`config.mk`:
```
export PLATFORM = sky130hd
export DESIGN_NAME = packet_splitter
export DESIGN_NICKNAME = d
export VERILOG_FILES = /design/src/rtl/packet_splitter.sv
export SDC_FILE = /design/constraint.sdc
export NUM_CORES = 1
export LEC_CHECK = 0
export ABC_CLOCK_PERIOD_IN_PS = 5500
export CAP_MARGIN = 20
export CORE_UTILIZATION = 50
export DETAILED_ROUTE_END_ITERATION = 10
export PLACE_DENSITY = 0.86
export SETUP_SLACK_MARGIN = 0.4
export SLEW_MARGIN = 20
export SYNTH_ARGS = -nofsm -noshare
export SYNTH_HDL_FRONTEND = slang
export SYNTH_SLANG_ARGS = --single-unit
```
`constraint.sdc`:
```
create_clock -name clk_i -period 5.5 [get_ports clk_i]
set_clock_uncertainty 0.15 [all_clocks]
set_input_delay 0.55 -clock clk_i [delete_from_list [all_inputs] [get_ports clk_i]]
set_output_delay 0.55 -clock clk_i [all_outputs]
set_load 0.02 [all_outputs]
```
`src/rtl/packet_splitter.sv`:
```
// Splits one wide packet word into BandWidth-bit slices on a valid/ready stream.
// Optional completed-packet counter enabled by SERIAL_LINK_SPLITTER_PKT_CNT_EN.
module packet_splitter #(
    parameter int InWidth   = 64,
    parameter int BandWidth = 16,
    parameter int MaxSplits = (InWidth + BandWidth - 1) / BandWidth,
    parameter int SplitW    = $clog2(MaxSplits + 1)
) (
    input  logic                 clk_i,
    input  logic                 rst_ni,
    input  logic                 valid_i,
    output logic                 ready_o,
    input  logic [InWidth-1:0]   data_i,
    input  logic [SplitW-1:0]    num_splits_i,
    output logic                 valid_o,
    input  logic                 ready_i,
    output logic [BandWidth-1:0] data_o,
    output logic                 first_o,
    output logic                 last_o,
    output logic [SplitW-1:0]    split_idx_o,
    output logic [15:0]          pkt_cnt_o
);

    // Both streams transfer on a cycle where valid and ready are both high;
    // valid_o never drops in SEND until the last split has been accepted.
    localparam logic [0:0] ST_IDLE = 1'b0;
    localparam logic [0:0] ST_SEND = 1'b1;

    // Padded word width so that every split index up to MaxSplits selects real bits.
    localparam int PadW = (MaxSplits * BandWidth > InWidth) ? MaxSplits * BandWidth : InWidth;

    logic [0:0]         state_q, state_d;
    logic [InWidth-1:0] word_q, word_d;
    logic [SplitW-1:0]  splits_q, splits_d;
    logic [SplitW-1:0]  idx_q, idx_d;
    logic [SplitW-1:0]  eff_splits;
    logic [PadW-1:0]    word_pad;
    logic               sending;
    logic               is_last;
    logic               last_hs;
    logic               accept;

    assign sending  = (state_q == ST_SEND);
    assign is_last  = (idx_q == splits_q - SplitW'(1));
    assign last_hs  = sending && ready_i && is_last;
    assign word_pad = PadW'(word_q);

    // A zero request still sends one split; oversize requests clamp to MaxSplits.
    always_comb begin
        eff_splits = num_splits_i;
        if (num_splits_i == '0) begin
            eff_splits = SplitW'(1);
        end else if (num_splits_i > SplitW'(MaxSplits)) begin
            eff_splits = SplitW'(MaxSplits);
        end
    end

    assign ready_o     = !sending || last_hs;
    assign accept      = valid_i && ready_o;
    assign valid_o     = sending;
    assign first_o     = sending && (idx_q == '0);
    assign last_o      = sending && is_last;
    assign split_idx_o = sending ? idx_q : '0;

    always_comb begin
        data_o = '0;
        if (sending) begin
            data_o = word_pad[int'(idx_q) * BandWidth +: BandWidth];
        end
    end

    always_comb begin
        state_d  = state_q;
        word_d   = word_q;
        splits_d = splits_q;
        idx_d    = idx_q;
        if (accept) begin
            state_d  = ST_SEND;
            word_d   = data_i;
            splits_d = eff_splits;
            idx_d    = '0;
        end else if (last_hs) begin
            state_d = ST_IDLE;
        end else if (sending && ready_i) begin
            idx_d = idx_q + SplitW'(1);
        end
    end

    always_ff @(posedge clk_i or negedge rst_ni) begin
        if (!rst_ni) begin
            state_q  <= ST_IDLE;
            word_q   <= '0;
            splits_q <= '0;
            idx_q    <= '0;
        end else begin
            state_q  <= state_d;
            word_q   <= word_d;
            splits_q <= splits_d;
            idx_q    <= idx_d;
        end
    end

`ifdef SERIAL_LINK_SPLITTER_PKT_CNT_EN
    logic [15:0] pkt_cnt_q;

    always_ff @(posedge clk_i or negedge rst_ni) begin
        if (!rst_ni) begin
            pkt_cnt_q <= '0;
        end else if (last_hs) begin
            pkt_cnt_q <= pkt_cnt_q + 16'd1;
        end
    end

    assign pkt_cnt_o = pkt_cnt_q;
`else
    assign pkt_cnt_o = '0;
`endif

endmodule

```
==> results of run 1 <==
==> report_power, final <==
| group | switching [mW] | internal, mW |
|---|---|---|
| sequential | 0.183 | 0.791 |
| clock | 0.195 | 0.206 |
| combinational | 0.687 | 0.906 |
| total | 1.06 | 1.90 |
==> cell type report <==
| type | count | area, sq um |
|---|---|---|
| clock buffer | 9 | 124 |
| clock inverter | 6 | 62.6 |
| fill | 499 | 2170 |
| inverter | 8 | 30.0 |
| multi-input combinational | 154 | 1560 |
| sequential | 71 | 1780 |
| tap | 96 | 120 |
| timing repair buffer | 97 | 956 |
==> cell usage in the layout (no fill, tap or decap), types with 2 or more instances in the layout <==
cell type and n:
clkdlybuf4s50_1 92, dfrtp_1 71, mux2_2 54, mux4_2 16, nor2b_1 16, conb_1 16, mux2_1 11, clkbuf_8 9
inv_1 8, nand2_1 5, nor2_1 4, buf_4 4, nand2b_1 3, xnor2_1 3, a21oi_1 3, ha_1 3
clkinv_2 3, o31ai_1 2, o21ai_0 2, nand3_1 2, or3_1 2, clkinv_4 2
==> worst paths after layout <==
check / cells after the start / slack [ns] / startpoint / to
max reg2reg: 4 / 2.73 / idx_q[1] / splits_q[2]
min reg2reg: 1 / 0.35 / word_pad[9] / word_pad[9]
min in group clk_i: 1 / 0.35 / word_pad[9] / word_pad[9]
max in group asynchronous: 2 / 4.37 / rst_ni / word_pad[27]
min: 2 / 0.25 / rst_ni / splits_q[1]
max: 4 / 1.83 / idx_q[1] / ready_o
==> worst reg2reg max path: stages, from the launching register on <==
cell	delay [ns]
dfrtp_1	0.93
xnor2_1	0.31
o41ai_4	0.41
buf_4	0.46
mux2_2	0.41
==> registers in the layout (all words and copies together), names as in the netlist <==
name      flops
idx_q         3
splits_q      3
valid_o       1
word_pad     64
==> metal layers <==
layer,vias up,global-route usage [%]
met2,75,34.1
met4,0,10.2
met3,13,4.14
met1,1137,25.8
met5,-,0
li1,1032,-
==> through the flow <==
step	util [%]	power (mW)	hold WS (ns)
finish	68.1	2.97	0.246
global route	68.1	3.15	0.339
detailed placement	65.3	2.58	0.324
CTS	68.1	2.99	0.292
global placement	65.3	2.52	0.314
floorplan	-	2.07	0.104
==> logic make-up (layout without fill, tap and decap cells) <==
family / after synthesis / after routing / share of synthesized area, %
buffers and inverters: 36 / 120 / 7.19
AOI/OAI and AO/OA: 12 / 12 / 2.83
and+or+nand+nor: 37 / 37 / 5.85
other: 1 / 16 / 0.106
muxes: 81 / 81 / 30.9
DFF: 71 / 71 / 50.3
xor gates and xnor gates: 5 / 5 / 1.70
adders and majority gates: 3 / 3 / 1.06
==> impl_results.md, run 1 <==
* Slew Limit Fails at 0
* Register bit total from synthesis at 71
* Critical path buffers and inverters at 1
* Worst slew margin at 41.1%
* # hold bufs at CTS at 0
* Crit-path max FO at 20
* Run status: completed
* Placement-stage worst setup slack at 2.17 ns
* Max IR drop VDD at 0.000328 V
* H-tree level count at 3
* Core area at 6790 sq um
* Wirelength, routed at 7010 um
* Via-to-Cell Ratio at 5.12
* DP HPWL at 4930 um
* Syn Inst Count at 246
* Synth warn at 0
* Grt ovf at 0
* Final hold violations at 0
* Port bufs at 93
* Crit share post-route at 66.8%
* Pin count of the biggest net entering global routing at 72
* Synth area leader: dfrtp_1
* Clk slew on worst S/H paths at 0.08 ns
* Share of layout cells above drive strength 1 at 27.0%
* Count leader, synth: dfrtp_1
* GRT Total Usage at 20.6%
* DRC errors left at 0
* Tmin final at 3.67 ns
* Register area share after synthesis at 50.3%
* Initial antenna violation count at 0
* CP cell instances: xnor2_1 -> or2_2 -> o31ai_1 -> clkdlybuf4s50_1
* Worst endpoint required time at 4.80 ns
* Critical path type: reg -> out
* Die area at 7400 sq um
* Pleak at 1.94 nW
* Worst-margin pin slew at 0.884 ns
* Post-route setup slack at 1.83 ns
* Global-route wire length before repair at 11300 um
* DIE HEIGHT at 86.0 um
* GP Congestion at 0.826
* Vias in the first global route at 2311
* Wire length on met2 at 3650 um
* Initial Util at 52.0%
* Post-synth top flop: dfrtp_1
* Die X at 86.0 um
* Yosys top cell area share at 50.3%
* PostCTS Resize Cnt at 0
* CP startpoint kind: flip-flop
* Setup TNS at 0 ns
* Final setup violation count at 0
* Fin nets at 415
* Average size of a mapped cell at 14.4 sq um
* Most common library cells after synthesis: dfrtp_1, mux2_2, buf_4
* WL/cell at 15.9 um
* Max layer used: met4
* Clock latency on the worst-skew pair at 0.33 ns
* Wire length on met3 at 296 um
* Top-Level Pins at 110
* Pwr Density at 641 nW/um^2
* Synth async-reset ratio at 100%
* Std cell rows at 30
* Max cap viols at 0
* RSZ-0062 raised after global routing: no
* Vias at 2257
* CP max stage cell: dfrtp_1
* Maximum clock frequency at 272 MHz
* Routed Antenna Nets at 0
* Placed insts at 426
* Non-filler cells, final at 441
* First drt pass iteration count at 4
* Wl on met1 at 2880 um
* CP Capture Type: output port
* Synthesized area at 3530 sq um
* CTS buffer count at 9
* CTS tree: built
* Sink Count at 71
* Post-CTS Setup Bufs at 0
* Top post-synthesis cells by area: dfrtp_1, mux2_2, mux4_2
* Iteration-0 DRC Markers at 104
* HP Class: in -> async
* Cell Area, Placed at 4440 sq um
* Slowest stage delay, CP at 0.93 ns
* Clock root buffer master: clkbuf_8
* P&R area growth vs syn at 31.0%
* Max Root-Sink Buffers at 2
* Crit path DAT at 2.97 ns
* EDFF count, synth at 0
* Post-synth cell types at 34
* Final instance area at 4630 sq um
* Delay-heaviest family, CP: flip-flops
* Antenna Cells at 0
Note: power is estimated with default switching activity, not from simulation.
==> run 2: changes to the inputs <==
ABC_CLOCK_PERIOD_IN_PS = 3610   (was 5500)
CORE_UTILIZATION = 47   (was 50)
PLACE_DENSITY = 0.82   (was 0.86)
clock period = 3.61 ns   (was 5.5 ns; I/O delays follow)
==> impl_results.md, run 2 (synthesis gave the netlist of run 1 again) <==
* Most common cell after layout, fill and taps aside: clkdlybuf4s50_1
* Routed Antenna Nets at 0
* Crit path DAT at 2.51 ns
* CTS tree: built
* Fin nets at 419
* P&R area growth vs syn at 32.2%
* Grt ovf at 0
* Port bufs at 93
* Tmin final at 3.02 ns
* Share of layout cells above drive strength 1 at 27.4%
* Iteration-0 DRC Markers at 78
* H-tree level count at 3
* Max IR drop VDD at 0.000454 V
* Final hold violations at 0
* Maximum clock frequency at 331 MHz
* R2R Setup Slk at 0.93 ns
* Pleak at 1.97 nW
* Max Root-Sink Buffers at 2
* Fillers at 566
* Max reg flops at 64
* Vias in the first global route at 2398
* Core area at 7250 sq um
* Antenna Cells at 0
* Crit-path max FO at 4
* Std cell rows at 31
* Top-Level Pins at 110
* First drt pass iteration count at 4
* Crit share post-route at 83.6%
* Final setup violation count at 0
* CP startpoint kind: flip-flop
* GP Congestion at 0.884
* Die X at 88.7 um
* Setup TNS at 0 ns
* Worst endpoint required time at 3.10 ns
* CTS buffer count at 9
* Pin count of the biggest net entering global routing at 39
* CP cell instances: inv_1 -> ha_1 -> xnor2_1 -> or2_2 -> nor3_1 -> clkdlybuf4s50_1
* Sink Count at 71
* Slowest stage delay, CP at 0.65 ns
* WHS at 0.293 ns
* Worst-margin pin slew at 0.834 ns
* DRC errors left at 0
* CP Capture Type: output port
* WL/cell at 15.6 um
* DIE HEIGHT at 88.7 um
* Clock root buffer master: clkbuf_8
* Clock latency on the worst-skew pair at 0.33 ns
* Commonest non-fill, non-tap cells in the layout: clkdlybuf4s50_1, dfrtp_1, mux2_2
* Cell Area, Placed at 4470 sq um
* Clk slew on worst S/H paths at 0.08 ns
* Initial antenna violation count at 0
* RSZ-0062 raised after global routing: no
* Max cap viols at 0
* Pwr Density at 969 nW/um^2
* CP max stage cell: clkdlybuf4s50_1
* Wirelength, routed at 7010 um
* Slew Limit Fails at 0
* Via-to-Cell Ratio at 5.03
* GRT Total Usage at 20.0%
* Global-route wire length before repair at 11600 um
* Die area at 7860 sq um
* Vias at 2260
* Run status: completed
* Final instance area at 4670 sq um
* DP HPWL at 5080 um
* HP Class: in -> async
* Critical path type: reg -> out
* Worst slew margin at 44.4%
* Initial Util at 48.7%
==> run 2: cell types whose count changed in the layout (fill, tap and decap cells not counted), sizes merged <==
cell,previous run,this run
clkinvlp,0,1
dlygate4sd3,0,1
buf,5,8
clkbuf,9,10
clkinv,5,4
clkdlybuf4s50,92,91
dlymetal6s2s,0,1
==> run 2: power breakdown <==
part	total (mW)	leakage, nW	switching [mW]	internal, mW
registers	1.41	0.852	0.207	1.21
logic	2.50	1.02	1.11	1.39
clock network	0.607	0.0960	0.290	0.317
==> run 2: metal layers <==
metal	GRT usage [%]	vias to the layer above	wire length [um]
met2	33.7	69	3760
met5	0	-	0
met3	4.57	9	291
met4	7.33	0	82
met1	25.4	1144	2870
li1	-	1038	-
==> run 2: final timing paths <==
kind | start | to | cells past startpoint
max in group asynchronous | rst_ni | word_pad[22] | 3
worst max-delay path | splits_q[0] | last_o | 6
worst max register to register | splits_q[0] | word_pad[16] | 6
worst min-delay path | rst_ni | word_pad[2] | 2
worst min register to register | word_pad[6] | word_pad[6] | 1
min in group clk_i | word_pad[6] | word_pad[6] | 1
==> run 2: cell type report <==
type / count / area, sq um / share of cell area, %
timing repair buffer: 101 / 991 / 21.2
tap: 99 / 124 / 2.65
inverter: 8 / 30.0 / 0.643
clock buffer: 10 / 128 / 2.73
sequential: 71 / 1780 / 38.1
clock inverter: 6 / 61.3 / 1.31
multi-input combinational: 154 / 1560 / 33.4
==> run 2: timing repair <==
| action | 4_1_cts | 5_1_grt |
|---|---|---|
| endpoints found under the hold margin | 8 | 0 |
| gates resized for setup | 0 | 1 |
| endpoints found under the setup margin | 0 | 1 |
| buffers inserted | 0 | 0 |
| hold buffers | 1 | 0 |
==> run 2: through the flow <==
step                      util (%)  power [mW]  worst slack [ns]  instances
final                         64.3        4.52             0.592        449
after global routing          64.3        4.84             0.489        449
after CTS                     64.3        4.57             0.408        449
after detailed placement      61.6        3.96             0.788        432
after global placement        61.6        3.86             0.875        432
after floorplan                  -        3.16              1.14        261
==> run 2: critical path: cells and delay by family (launching register included) <==
kind          cells  cell delay, ns
flops             1            0.37
simple gates      2            0.58
fa+ha+maj         1            0.30
buf+inv           2            0.71
xor+xnor          1            0.21
